$ cat config.mk
export PLATFORM = sky130hd
export DESIGN_NAME = hex_page_display_flat
export DESIGN_NICKNAME = d
export VERILOG_FILES = /design/src/rtl/hex_page_display_pkg.sv /design/src/rtl/hex_page_display_if.sv /design/src/rtl/hex_page_display_btn_debounce.sv /design/src/rtl/hex_page_display.sv /design/src/flat_wrapper.sv
export SDC_FILE = /design/constraint.sdc
export NUM_CORES = 1
export LEC_CHECK = 0
export CAP_MARGIN = 20
export CORE_MARGIN = 3
export CORE_UTILIZATION = 54
export CTS_CLUSTER_SIZE = 40
export DETAILED_ROUTE_END_ITERATION = 10
export PLACE_DENSITY_LB_ADDON = 0.05
export SETUP_SLACK_MARGIN = 0.3
export SLEW_MARGIN = 10
export SYNTH_ARGS = -nofsm -noshare
export SYNTH_HDL_FRONTEND = slang
export SYNTH_SLANG_ARGS = --single-unit
$ cat constraint.sdc
create_clock -name clk -period 4.4 [get_ports clk]
set_clock_uncertainty 0.05 [all_clocks]
set_input_delay 0.44 -clock clk [delete_from_list [all_inputs] [get_ports clk]]
set_output_delay 0.44 -clock clk [all_outputs]
set_load 0.05 [all_outputs]
$ cat src/rtl/hex_page_display_pkg.sv
// Shared types and the 7-segment font for the paged hex viewer.
// Font values are abcdefg with a segment lit when its bit is 0.
package hex_disp_pkg;

  typedef logic [6:0] seg7_t;

  localparam seg7_t SEG_OFF = 7'b1111111;

  function automatic seg7_t hex_to_seg7(input logic [3:0] nib);
    seg7_t seg;
    case (nib)
      4'h0:    seg = 7'b0000001;
      4'h1:    seg = 7'b1001111;
      4'h2:    seg = 7'b0010010;
      4'h3:    seg = 7'b0000110;
      4'h4:    seg = 7'b1001100;
      4'h5:    seg = 7'b0100100;
      4'h6:    seg = 7'b0100000;
      4'h7:    seg = 7'b0001111;
      4'h8:    seg = 7'b0000000;
      4'h9:    seg = 7'b0000100;
      4'hA:    seg = 7'b0001000;
      4'hB:    seg = 7'b1100000;
      4'hC:    seg = 7'b0110001;
      4'hD:    seg = 7'b1000010;
      4'hE:    seg = 7'b0110000;
      4'hF:    seg = 7'b0111000;
      default: seg = SEG_OFF;
    endcase
    return seg;
  endfunction

endpackage

$ cat src/rtl/hex_page_display_if.sv
// Bundle between the data source / board pins and the paged hex viewer.
// master drives the value, strobe, button and blank; slave drives the display.
interface hex_page_display_if #(
  parameter int DATA_W     = 64,
  parameter int NUM_DIGITS = 4,
  parameter int PAGE_W     = 2
);
  logic [DATA_W-1:0]     data_in;
  logic                  data_valid;
  logic                  psh;
  logic                  blank;
  logic [6:0]            seg;
  logic [NUM_DIGITS-1:0] an;
  logic [PAGE_W-1:0]     page;

  modport master (
    output data_in, data_valid, psh, blank,
    input  seg, an, page
  );

  modport slave (
    input  data_in, data_valid, psh, blank,
    output seg, an, page
  );
endinterface

$ cat src/rtl/hex_page_display_btn_debounce.sv
// Push-button conditioner: 2-flop synchroniser, stability counter and a
// one-cycle pulse on each accepted rising level.
module btn_debounce #(
  parameter int DEBOUNCE_CYC = 500000
) (
  input  logic clk,
  input  logic rst,
  input  logic btn,
  output logic rise
);

  localparam int CNT_W = (DEBOUNCE_CYC > 1) ? $clog2(DEBOUNCE_CYC + 1) : 1;
  localparam logic [CNT_W-1:0] CNT_MAX = CNT_W'(DEBOUNCE_CYC - 1);

  logic             sync1_r;
  logic             sync2_r;
  logic             level_r;
  logic             rise_r;
  logic [CNT_W-1:0] cnt_r;

  // The count runs only while the synchronised input differs from the accepted
  // level, so a bounce back to the old level restarts it.
  always_ff @(posedge clk or posedge rst) begin
    if (rst) begin
      sync1_r <= 1'b0;
      sync2_r <= 1'b0;
      level_r <= 1'b0;
      rise_r  <= 1'b0;
      cnt_r   <= '0;
    end else begin
      sync1_r <= btn;
      sync2_r <= sync1_r;
      rise_r  <= 1'b0;
      if (sync2_r != level_r) begin
        if (cnt_r == CNT_MAX) begin
          level_r <= sync2_r;
          rise_r  <= sync2_r;
          cnt_r   <= '0;
        end else begin
          cnt_r <= cnt_r + CNT_W'(1);
        end
      end else begin
        cnt_r <= '0;
      end
    end
  end

  assign rise = rise_r;

endmodule

$ cat src/rtl/hex_page_display.sv
// Paged, time-multiplexed hex viewer: holds a snapshot of a wide word and
// scans one page of NUM_DIGITS nibbles at a time onto a 7-segment display.
module hex_page_display
  import hex_disp_pkg::*;
#(
  parameter int DATA_W         = 64,
  parameter int NUM_DIGITS     = 4,
  parameter int SCAN_DIV       = 50000,
  parameter int DEBOUNCE_CYC   = 500000,
  parameter int SEG_ACTIVE_LOW = 1
) (
  input logic               clk,
  input logic               rst,
  hex_page_display_if.slave bus
);

  localparam int NUM_PAGES = DATA_W / (4 * NUM_DIGITS);
  localparam int PAGE_W    = (NUM_PAGES > 1) ? $clog2(NUM_PAGES) : 1;
  localparam int IDX_W     = (NUM_DIGITS > 1) ? $clog2(NUM_DIGITS) : 1;
  localparam int TICK_W    = (SCAN_DIV > 1) ? $clog2(SCAN_DIV) : 1;

  localparam logic [NUM_DIGITS-1:0] AN_IDLE =
    (SEG_ACTIVE_LOW != 0) ? {NUM_DIGITS{1'b1}} : {NUM_DIGITS{1'b0}};
  localparam seg7_t SEG_IDLE = (SEG_ACTIVE_LOW != 0) ? SEG_OFF : ~SEG_OFF;

  logic [DATA_W-1:0]     snap_r;
  logic [PAGE_W-1:0]     page_r;
  logic [IDX_W-1:0]      idx_r;
  logic [TICK_W-1:0]     tick_r;
  logic [NUM_DIGITS-1:0] an_r;
  seg7_t                 seg_r;

  logic                  rise_s;
  logic [31:0]           pos_s;
  logic [31:0]           sh_s;
  logic [3:0]            nib_s;
  seg7_t                 font_s;
  logic [NUM_DIGITS-1:0] an_on_s;
  logic [NUM_DIGITS-1:0] an_nx_s;
  seg7_t                 seg_nx_s;

  btn_debounce #(
    .DEBOUNCE_CYC (DEBOUNCE_CYC)
  ) u_btn (
    .clk  (clk),
    .rst  (rst),
    .btn  (bus.psh),
    .rise (rise_s)
  );

  // Snapshot and page: a capture always wins over a page step.
  always_ff @(posedge clk or posedge rst) begin
    if (rst) begin
      snap_r <= '0;
      page_r <= '0;
    end else if (bus.data_valid) begin
      snap_r <= bus.data_in;
      page_r <= '0;
    end else if (rise_s && (NUM_PAGES > 1)) begin
      if (page_r == PAGE_W'(NUM_PAGES - 1)) begin
        page_r <= '0;
      end else begin
        page_r <= page_r + PAGE_W'(1);
      end
    end else begin
      page_r <= page_r;
    end
  end

  // Scan divider and digit index; keeps running while blanked.
  always_ff @(posedge clk or posedge rst) begin
    if (rst) begin
      tick_r <= '0;
      idx_r  <= '0;
    end else if (tick_r == TICK_W'(SCAN_DIV - 1)) begin
      tick_r <= '0;
      if (idx_r == IDX_W'(NUM_DIGITS - 1)) begin
        idx_r <= '0;
      end else begin
        idx_r <= idx_r + IDX_W'(1);
      end
    end else begin
      tick_r <= tick_r + TICK_W'(1);
    end
  end

  // Page 0 digit 0 is the most significant nibble of the snapshot.
  always_comb begin
    pos_s   = 32'(page_r) * 32'(NUM_DIGITS) + 32'(idx_r);
    sh_s    = 32'(DATA_W - 4) - (32'd4 * pos_s);
    nib_s   = 4'(snap_r >> sh_s);
    font_s  = hex_to_seg7(nib_s);
    an_on_s = {NUM_DIGITS{1'b0}};
    if (!bus.blank) begin
      an_on_s[idx_r] = 1'b1;
    end else begin
      an_on_s = {NUM_DIGITS{1'b0}};
    end
    if (SEG_ACTIVE_LOW != 0) begin
      an_nx_s  = ~an_on_s;
      seg_nx_s = font_s;
    end else begin
      an_nx_s  = an_on_s;
      seg_nx_s = ~font_s;
    end
  end

  // Registered pin drivers.
  always_ff @(posedge clk or posedge rst) begin
    if (rst) begin
      an_r  <= AN_IDLE;
      seg_r <= SEG_IDLE;
    end else begin
      an_r  <= an_nx_s;
      seg_r <= seg_nx_s;
    end
  end

  assign bus.an   = an_r;
  assign bus.seg  = seg_r;
  assign bus.page = page_r;

endmodule

$ cat src/flat_wrapper.sv
// flat-port wrapper written by rule: the top's interface ports become plain ports
module hex_page_display_flat import hex_disp_pkg::*;
#(
  parameter int DATA_W         = 64,
  parameter int NUM_DIGITS     = 4,
  parameter int SCAN_DIV       = 50000,
  parameter int DEBOUNCE_CYC   = 500000,
  parameter int SEG_ACTIVE_LOW = 1
)
  (clk, rst, bus_data_in, bus_data_valid, bus_psh, bus_blank, bus_seg, bus_an, bus_page);
  hex_page_display_if #(.DATA_W(DATA_W), .NUM_DIGITS(NUM_DIGITS), .PAGE_W(2)) bus_i ();
  input logic clk;
  input logic rst;
  input wire logic [$bits(bus_i.data_in)-1:0] bus_data_in;
  input wire logic [$bits(bus_i.data_valid)-1:0] bus_data_valid;
  input wire logic [$bits(bus_i.psh)-1:0] bus_psh;
  input wire logic [$bits(bus_i.blank)-1:0] bus_blank;
  output wire logic [$bits(bus_i.seg)-1:0] bus_seg;
  output wire logic [$bits(bus_i.an)-1:0] bus_an;
  output wire logic [$bits(bus_i.page)-1:0] bus_page;
  assign bus_i.data_in = bus_data_in;
  assign bus_i.data_valid = bus_data_valid;
  assign bus_i.psh = bus_psh;
  assign bus_i.blank = bus_blank;
  assign bus_seg = bus_i.seg;
  assign bus_an = bus_i.an;
  assign bus_page = bus_i.page;
  hex_page_display #(.DATA_W(DATA_W), .NUM_DIGITS(NUM_DIGITS), .SCAN_DIV(SCAN_DIV), .DEBOUNCE_CYC(DEBOUNCE_CYC), .SEG_ACTIVE_LOW(SEG_ACTIVE_LOW)) u_core (.clk(clk), .rst(rst), .bus(bus_i));
endmodule
==> impl_metrics.tcl, run 1 <==
set metrics [dict create \
    outcome "completed" \
    synth_seq_area_share_pct 54.3 \
    ys.warnings.count 0 \
    syn2layout_area_growth_pct 28.0 \
    clk_latency_ns 0.51 \
    ctsResizeCount 0 \
    tritoncts "done" \
    root_buffer "clkbuf_8" \
    final_util_pct 71.3 \
    final-setup-viol-count 0 \
    h-tree-depth 4 \
    cts_buffer_depth 2 \
    drc 0 \
    hpwl_um 7520 \
    fp.dieH_um 107 \
    synth_seq_cells 118 \
    die_area_um2 11400 \
    worst_slack_ns 1.46 \
    synth_ff_type "dfrtp_1" \
    first_pass_iters 4 \
    antenna_cells 0 \
    drv_cap 0 \
    fmax_ghz 0.340 \
    grt_max_degree 68 \
    synth_cell_types 41 \
    dpl_cell_area_um2 6370 \
    row_count 36 \
    worstHoldPathType "reg2reg" \
    r2r_setup_slack_ns 1.46 \
    nets 579 \
    antenna_found_initial 0 \
    postCtsSetupRepairBufs 0 \
    synthesis.area_um2 5470 \
    tightest_slew_ns 0.895 \
    initialDrtViolationCount 150 \
    cp_max_fo 14 \
    worst_ep_arrival_time_ns 3.33 \
    port-buffer-count 81 \
    routedWlPerCell_um 17.0 \
    layout_min_cycle_time_ns 2.94 \
    critPathRequiredTime_ns 4.79 \
    fp.dieW_um 107 \
    syn_avg_cell_area_um2 13.3 \
    vias 3467 \
    synth-async-reset-ratio_pct 100 \
    critPathTopFamily "multiplexers" \
    crit_chain "buf_4 -> mux4_2 -> mux4_2 -> inv_1 -> ha_1 -> mux2_1 -> a32o_1" \
    viasPerCell 5.38 \
    dp_slack_ns 1.41 \
    cts-buffers-inserted 17 \
    crit_end "u_core.bus.seg[5]$_DFF_PP1_" \
    grt_use_total_pct 20.9 \
    max_stage_delay_ns 0.57 \
    worst-path-stages 7 \
    syn_inst 411 \
    core_um2 9820 \
    grt_pass1_vias 3617 \
    grt_pass1_wl_um 18400 \
    crit_top_cell "mux4_2" \
    end_kind "flip-flop" \
    clock-sinks 118 \
    slowest_stage "mux4_2" \
    slew_violations 0 \
    place_congestion 0.797 \
    slew_headroom_pct 40.3 \
    r2r-end "u_core.bus.seg[5]$_DFF_PP1_" \
    clk_pin_slew_ns 0.06 \
    fin_area_um2 7000 \
    synth_nets 492 \
    crit_type "reg2reg" \
    drive_gt1_share_pct 24.7 \
    powerDensity_nw_per_um2 425 \
    p_leak_nw 2.92 \
    start_kind "flip-flop" \
    rsz0062_at_grt "no" \
    crit_start "u_core.idx_r[0]$_DFFE_PP0N_" \
    period_share_pct 66.9 \
    r2r_start "u_core.idx_r[0]$_DFFE_PP0N_" \
    ant_nets 0 \
    synth_edf_count 0 \
    reg2reg_depth 7 \
    pin_count 82 \
    start_util_pct 55.7 \
    crit_buf_inv 2 \
    gr-total-overflow 0 \
    routed_wl_um 10900 \
    final-hold-violation-count 0 \
    hold_buffers 0 \
    final.setup.tns_ns 0 \
    vdd_ir_drop_max_mv 0.254 \
]
## layout make-up
type	count	area [um^2]
multi-input combinational	266	2360
inverter	10	40.0
sequential	118	2970
timing repair buffer	85	836
fill	709	2820
clock buffer	19	432
tap	133	166
clock inverter	13	195
## cell usage in the layout, fill, tap and decap left out, drive strengths merged
master           n
xnor2           17
clkbuf          19
nand2           18
o21a             1
nor2b            3
and4             2
or2              2
dfstp           11
and2             3
dfrtp          107
inv             13
mux2            68
a22oi            3
mux2i            6
o2bb2ai          2
o22ai            1
nor3             3
clkinvlp         3
nor2            40
nand3           17
buf              5
ha              12
nand4            9
o21ai            3
clkdlybuf4s50   80
nor4             2
nor3b            5
a32o             1
nor4b            3
clkinv           3
nand2b           5
mux4            17
and3             6
a211oi           1
xor2            16
bufinv           4
## routing by layer
metal  part of all wire [%]  up-vias  wire length (um)  GRT usage (%)
met3                    5.8        8               631           5.90
met5                      0        -                 0              0
met2                     48       93              5230           31.9
met4                   0.77        0                84           7.12
li1                       -     1632                 -              -
met1                     46     1734              4980           29.2
## through the flow
stage,cells,hold slack [ns],power [mW]
final,644,0.311,2.97
after global routing,644,0.314,3.08
after CTS,644,0.315,3.00
after detailed placement,612,0.300,1.55
after global placement,612,0.293,1.54
after floorplan,411,0.281,1.42
## worst register-to-register path: cells and delay by family, from the launching register on
family	cells	cell delay, ns
flops	1	0.55
buf+inv	2	0.44
compound gates	1	0.21
mux	3	1.39
fa+ha+maj	1	0.24
## worst min path at each step
stage	end	start	slack (ns)	cells after the start
finish	u_core.u_btn.sync2_r$_DFF_PP0_	u_core.u_btn.sync1_r$_DFF_PP0_	0.31	0
global route	u_core.u_btn.sync2_r$_DFF_PP0_	u_core.u_btn.sync1_r$_DFF_PP0_	0.31	0
CTS	u_core.u_btn.sync2_r$_DFF_PP0_	u_core.u_btn.sync1_r$_DFF_PP0_	0.31	0
detailed placement	u_core.u_btn.sync2_r$_DFF_PP0_	u_core.u_btn.sync1_r$_DFF_PP0_	0.30	0
global placement	u_core.u_btn.sync2_r$_DFF_PP0_	u_core.u_btn.sync1_r$_DFF_PP0_	0.29	0
floorplan	u_core.u_btn.sync2_r$_DFF_PP0_	u_core.u_btn.sync1_r$_DFF_PP0_	0.28	0
## cell usage after synthesis, types with 3 or more instances
master / instances / area (um^2)
nand4_1: 9 / 56.3
dfstp_2: 11 / 289
clkbuf_1: 9 / 33.8
and3_1: 6 / 37.5
xor2_1: 16 / 140
nor4b_1: 3 / 26.3
mux2_1: 4 / 45.0
dfrtp_1: 107 / 2680
ha_1: 12 / 150
xnor2_1: 17 / 149
inv_1: 9 / 33.8
nand2_1: 18 / 67.6
nor3_1: 3 / 15.0
buf_2: 4 / 20.0
mux2i_1: 6 / 60.1
and2_1: 3 / 18.8
nand3_1: 16 / 80.1
mux4_1: 7 / 184
o21ai_0: 3 / 15.0
nor2_1: 40 / 150
mux4_2: 10 / 225
mux2_2: 64 / 721
nand2b_1: 5 / 31.3
nor3b_1: 4 / 30.0
nor2b_1: 3 / 18.8
## flip-flops by register name, indices dropped and copies added (netlist names)
register	count
u_core.u_btn.sync2_r	1
u_core.idx_r	2
u_core.bus.page	2
u_core.tick_r	16
u_core.snap_r	64
u_core.bus.an	4
u_core.u_btn.sync1_r	1
u_core.u_btn.rise	1
u_core.u_btn.cnt_r	19
u_core.bus.seg	7
u_core.u_btn.level_r	1
## power by group
group | switching [mW] | internal (mW) | total [mW]
logic | 0.147 | 0.171 | 0.318
clock network | 0.505 | 0.942 | 1.45
registers | 0.0381 | 1.17 | 1.21
## logic make-up after synthesis
logic type               share of synthesized area, %
AO/OA/AOI/OAI                                    1.67
XOR/XNOR                                         5.29
adder cells (fa/ha/maj)                          2.75
buffers and inverters                            2.54
flip-flops                                       54.3
multiplexers                                     22.6
AND/OR/NAND/NOR                                  10.9
Power figures use the tool's default switching activity.
==> inputs of run 2 (changes only) <==
==> constraint.sdc (replaced) <==
create_clock -name clk -period 2.73 [get_ports clk]
set_clock_uncertainty 0.05 [all_clocks]
set_input_delay 0.273 -clock clk [delete_from_list [all_inputs] [get_ports clk]]
set_output_delay 0.273 -clock clk [all_outputs]
set_load 0.05 [all_outputs]
==> run 2 against run 1 <==
Net effect: first-iteration DRC count increased by 6.7%; utilization up 3.7 points; cell count rose by 3.7%; critical endpoint is now u_core.bus.seg[6]$_DFF_PP1_; largest power group unchanged; highest routed layer unchanged.
==> impl_metrics.tcl, run 2 (synthesized netlist as in run 1, its figures left out) <==
set metrics [dict create \
    ant_nets 0 \
    slew_headroom_pct 51.0 \
    crit_type "reg2reg" \
    initialDrtViolationCount 160 \
    antenna_cells 0 \
    final-setup-viol-count 0 \
    layout_commonest_cell "dfrtp_1" \
    nets 603 \
    grt_pass1_wl_um 18900 \
    cp_max_fo 8 \
    vdd_ir_drop_max_mv 0.592 \
    tightest_slew_ns 0.734 \
    grt_max_degree 67 \
    top_register "u_core.snap_r" \
    critPathRequiredTime_ns 3.11 \
    drv_cap 0 \
    syn2layout_area_growth_pct 34.6 \
    powerDensity_nw_per_um2 681 \
    clk_latency_ns 0.52 \
    row_count 36 \
    cts-buffers-inserted 17 \
    worstHoldPathType "in2reg" \
    hold_buffers 0 \
    slew_violations 0 \
    tritoncts "done" \
    final.setup.tns_ns 0 \
    die_area_um2 11400 \
    gr-total-overflow 0 \
    fp.dieW_um 107 \
    core_um2 9820 \
    end_kind "flip-flop" \
    hpwl_um 7480 \
    cts_buffer_depth 2 \
    first_pass_iters 5 \
    routed_wl_um 11600 \
    place_congestion 0.787 \
    pin_count 82 \
    h-tree-depth 4 \
    fmax_ghz 0.401 \
    outcome "completed" \
    period_share_pct 91.3 \
    port-buffer-count 81 \
    layout_min_cycle_time_ns 2.49 \
    worst_ep_arrival_time_ns 2.87 \
    drc 0 \
    viasPerCell 5.40 \
    routedWlPerCell_um 17.4 \
    grt_pass1_vias 3721 \
    final-hold-violation-count 0 \
    reg_top3 "u_core.snap_r (64), u_core.u_btn.cnt_r (19), u_core.tick_r (16)" \
    p_leak_nw 3.10 \
    antenna_found_initial 0 \
    drive_gt1_share_pct 30.7 \
    fin_area_um2 7360 \
    hold_ws_ns 0.159 \
    root_buffer "clkbuf_8" \
    fp.dieH_um 107 \
    final_cell_mix "dfrtp_1, clkdlybuf4s50_1, mux2_2" \
    start_kind "flip-flop" \
    dpl_cell_area_um2 6480 \
    clk_pin_slew_ns 0.06 \
    rsz0062_at_grt "yes" \
    largest_reg_flops 64 \
    clock-sinks 118 \
    start_util_pct 55.7 \
    vias 3606 \
    grt_use_total_pct 21.5 \
]
==> run 2: final cells by class <==
cell class                      instances  area [um^2]
Clock buffer                           20          445
Sequential cell                       118         2970
Tap cell                              133          166
Timing Repair Buffer                  108         1080
Inverter                               10         41.3
Multi-Input combinational cell        267         2430
Clock inverter                         12          224
Fill cell                             661         2460
==> run 2: timing repair <==
action / CTS / global route
resized for setup: 5 / 11
hold endpoints to repair: 0 / 0
pin swaps: 1 / 3
endpoints found under the setup margin: 6 / 7
buffers inserted: 7 / 10
gates cloned: 1 / 1
==> run 2: layer usage <==
metal	global-route usage, %	part of all wire, %	up-vias
li1	-	-	1683
met3	8.43	6.1	8
met1	28.1	43	1805
met4	5.66	0.95	0
met2	34.0	50	110
met5	0	0	-
==> run 2: worst paths after layout <==
check                                                from                        endpoint  slack (ns)  cells past startpoint
max in group asynchronous                             rst     u_core.bus.seg[5]$_DFF_PP1_        1.71                      3
min reg2reg                u_core.u_btn.sync1_r$_DFF_PP0_  u_core.u_btn.sync2_r$_DFF_PP0_        0.30                      0
min                                               bus_psh  u_core.u_btn.sync1_r$_DFF_PP0_        0.16                      1
max                           u_core.idx_r[0]$_DFFE_PP0N_     u_core.bus.seg[6]$_DFF_PP1_        0.24                      9
max reg2reg                   u_core.idx_r[0]$_DFFE_PP0N_     u_core.bus.seg[6]$_DFF_PP1_        0.24                      9
min in group asynchronous                             rst  u_core.u_btn.sync2_r$_DFF_PP0_        0.17                      2
==> run 2: worst max-delay path: stages (launching register included) <==
cell	delay (ns)
dfrtp_2	0.41
buf_4	0.13
bufbuf_16	0.24
buf_4	0.11
mux4_1	0.60
nand2_2	0.13
nand3_4	0.13
buf_2	0.20
nor3b_1	0.32
a211oi_2	0.09
==> run 2: where the power goes <==
group	total, mW	switching (mW)	leakage [nW]	internal, mW
sequential	1.95	0.0628	1.44	1.88
combinational	0.563	0.255	1.33	0.308
clock	2.50	0.783	0.325	1.72
==> run 2: metrics by stage <==
step	power (mW)	instances	util, %	setup slack, ns
2_1_floorplan	2.29	411	-	0.172
3_3_place_gp	2.49	617	66.0	0.170
3_5_place_dp	2.50	617	66.0	0.125
4_1_cts	5.01	657	73.8	0.249
5_1_grt	5.20	668	74.9	0.121
6_report	5.01	668	74.9	0.238
==> inputs of run 3 (changes only) <==
--- a/config.mk
+++ b/config.mk
@@ -5,12 +5,14 @@
 export SDC_FILE = /design/constraint.sdc
 export NUM_CORES = 1
 export LEC_CHECK = 0
+export ABC_AREA = 1
 export CAP_MARGIN = 20
 export CORE_MARGIN = 3
-export CORE_UTILIZATION = 54
+export CORE_UTILIZATION = 55
 export CTS_CLUSTER_SIZE = 40
 export DETAILED_ROUTE_END_ITERATION = 10
 export PLACE_DENSITY_LB_ADDON = 0.05
+export RECOVER_POWER = 100
 export SETUP_SLACK_MARGIN = 0.3
 export SLEW_MARGIN = 10
 export SYNTH_ARGS = -nofsm -noshare
==> run 3 against run 2 <==
Net effect: the flow now finishes with violations (max-capacitance violations, max-slew violations); maximum frequency up 5.6%; hold slack better by 0.013 ns; combinational power down 12%; clock-buffer cell count up 4.
==> impl_metrics.tcl, run 3 <==
set metrics [dict create \
    synth-async-reset-ratio_pct 100 \
    vias 5113 \
    syn_avg_cell_area_um2 7.93 \
    synth_top_cell_area_share_pct 45.2 \
    synth_cell_types 34 \
    fillCellCount 846 \
    final-setup-viol-count 0 \
    place_congestion 0.932 \
    hold_buffers 0 \
    drive_gt1_share_pct 7.27 \
    postCtsSetupRepairBufs 0 \
    fmax_ghz 0.424 \
    reg2reg_depth 9 \
    powerDensity_nw_per_um2 665 \
    slew_violations 95 \
    clock-sinks 118 \
    clk_pin_slew_ns 0.05 \
    max_stage_delay_ns 0.95 \
    place_inst 943 \
    yosysTopAreaCell "dfrtp_1" \
    first_pass_iters 7 \
    antenna_cells 0 \
    r2r_setup_slack_ns 0.47 \
    pin_count 82 \
    row_count 37 \
    start_util_pct 56.8 \
    crit_buf_inv 1 \
    grt_pass1_vias 4997 \
    synth_seq_area_share_pct 50.1 \
    stdcell_count 975 \
    synth_seq_cells 118 \
    gr-total-overflow 0 \
    synth_edf_count 0 \
    largest_reg_flops 64 \
    critPathTopFamily "buffers and inverters" \
    end_kind "output port" \
    yosys-top-cells-area "dfrtp_1, nand2_1, inv_1" \
    final-hold-violation-count 0 \
    viasPerCell 5.24 \
    root_buffer "clkbuf_8" \
    violations "max-capacitance violations, max-slew violations" \
    layout_min_cycle_time_ns 2.36 \
    initialDrtViolationCount 360 \
    ys.warnings.count 0 \
    fp.dieH_um 110 \
    synthesis.area_um2 5920 \
    r2r-end "u_core.u_btn.cnt_r[14]$_DFF_PP0_" \
    vdd_ir_drop_max_mv 0.397 \
    cts_buffer_depth 2 \
    worst_ep_arrival_time_ns 2.04 \
    hpwl_um 9930 \
    syn2layout_area_growth_pct 25.4 \
    final_util_pct 71.3 \
    slew_headroom_pct -1.31 \
    routedWlPerCell_um 14.6 \
    synthTopCellsByCount "nand2_1, inv_1, dfrtp_1, nand3_1, o21ai_0" \
    final_cell_mix "nand2_1, inv_1, dfrtp_1" \
    port-buffer-count 81 \
    slowest_stage "dlygate4sd3_1" \
    ant_nets 0 \
    tightest_slew_ns 1.52 \
    cp_max_fo 12 \
    layout_commonest_cell "nand2_1" \
    syn_inst 746 \
    power_mw 4.93 \
    tritoncts "done" \
    crit_end "bus_page[0]" \
    critPathRequiredTime_ns 2.41 \
    p_leak_nw 3.60 \
    synth_nets 827 \
    grt_max_degree 95 \
    clk_latency_ns 0.51 \
    synth_ff_type "dfrtp_1" \
    worstHoldPathType "in2async" \
    hold_ws_ns 0.173 \
    reg_top3 "u_core.snap_r (64), u_core.u_btn.cnt_r (19), u_core.tick_r (16)" \
    fin_area_um2 7420 \
    rsz0062_at_grt "no" \
    top_register "u_core.snap_r" \
    routed_wl_um 14300 \
    antenna_found_initial 0 \
    synth_most_common_cell "nand2_1" \
    drc 0 \
    die_area_um2 12000 \
    core_um2 10400 \
    nets 907 \
    ctsResizeCount 0 \
    grt_use_total_pct 25.1 \
    drv_cap 1 \
    worst_slack_ns 0.371 \
    final.setup.tns_ns 0 \
    dp_slack_ns 0.625 \
    outcome "finished, violations left" \
    worst-path-stages 1 \
    fp.dieW_um 110 \
    period_share_pct 86.4 \
    r2r_start "u_core.u_btn.cnt_r[0]$_DFF_PP0_" \
    crit_start "u_core.bus.page[0]$_DFFE_PP0P_" \
    start_kind "flip-flop" \
    grt_pass1_wl_um 23300 \
    crit_type "reg2out" \
    cts-buffers-inserted 17 \
    h-tree-depth 4 \
    dpl_cell_area_um2 6820 \
    crit_chain "dlygate4sd3_1" \
]
-- run 3: cell count changes in the layout (fill, tap and decap cells not counted), moves of 16 or more --
| cell | before | now |
|---|---|---|
| nand3_1 | 16 | 85 |
| inv_1 | 7 | 112 |
| mux2_2 | 64 | 0 |
| nor3_1 | 3 | 19 |
| buf_4 | 20 | 2 |
| o21ai_0 | 3 | 66 |
| nand2_1 | 17 | 203 |
-- run 3: logic make-up after synthesis --
logic type | share of synthesized area, %
compound gates | 7.50
xor+xnor | 1.48
fa+ha+maj | 2.54
buf+inv | 10.2
flops | 50.1
simple gates | 28.2
-- run 3: how the worst min path moves through the flow --
stage / startpoint / to / cells after the start
finish: rst / u_core.u_btn.cnt_r[0]$_DFF_PP0_ / 2
detailed placement: u_core.u_btn.sync1_r$_DFF_PP0_ / u_core.u_btn.sync2_r$_DFF_PP0_ / 0
global route: rst / u_core.u_btn.cnt_r[0]$_DFF_PP0_ / 2
floorplan: bus_psh / u_core.u_btn.sync1_r$_DFF_PP0_ / 0
global placement: u_core.u_btn.sync1_r$_DFF_PP0_ / u_core.u_btn.sync2_r$_DFF_PP0_ / 0
CTS: rst / u_core.u_btn.cnt_r[0]$_DFF_PP0_ / 2
-- run 3: layer usage --
layer / track usage [%] / vias to the layer above / part of all wire, %
li1: - / 2525 / -
met1: 31.4 / 2416 / 43
met2: 42.5 / 150 / 51
met3: 5.64 / 22 / 4.6
met4: 9.26 / 0 / 1.6
met5: 0 / - / 0
-- run 3: report_power, final --
group	internal, mW	switching, mW	leakage, nW
clock network	1.79	0.748	0.335
registers	1.87	0.0320	1.47
logic	0.191	0.307	1.79
total	3.85	1.09	3.60
-- run 3: area by class of cell --
cell class | instances | area, um^2 | share of cell area (%)
sequential | 118 | 2970 | 40.0
timing repair buffer | 88 | 843 | 11.4
tap | 136 | 170 | 2.29
clock buffer | 24 | 490 | 6.61
inverter | 118 | 444 | 5.98
clock inverter | 8 | 190 | 2.56
multi-input combinational | 483 | 2320 | 31.2
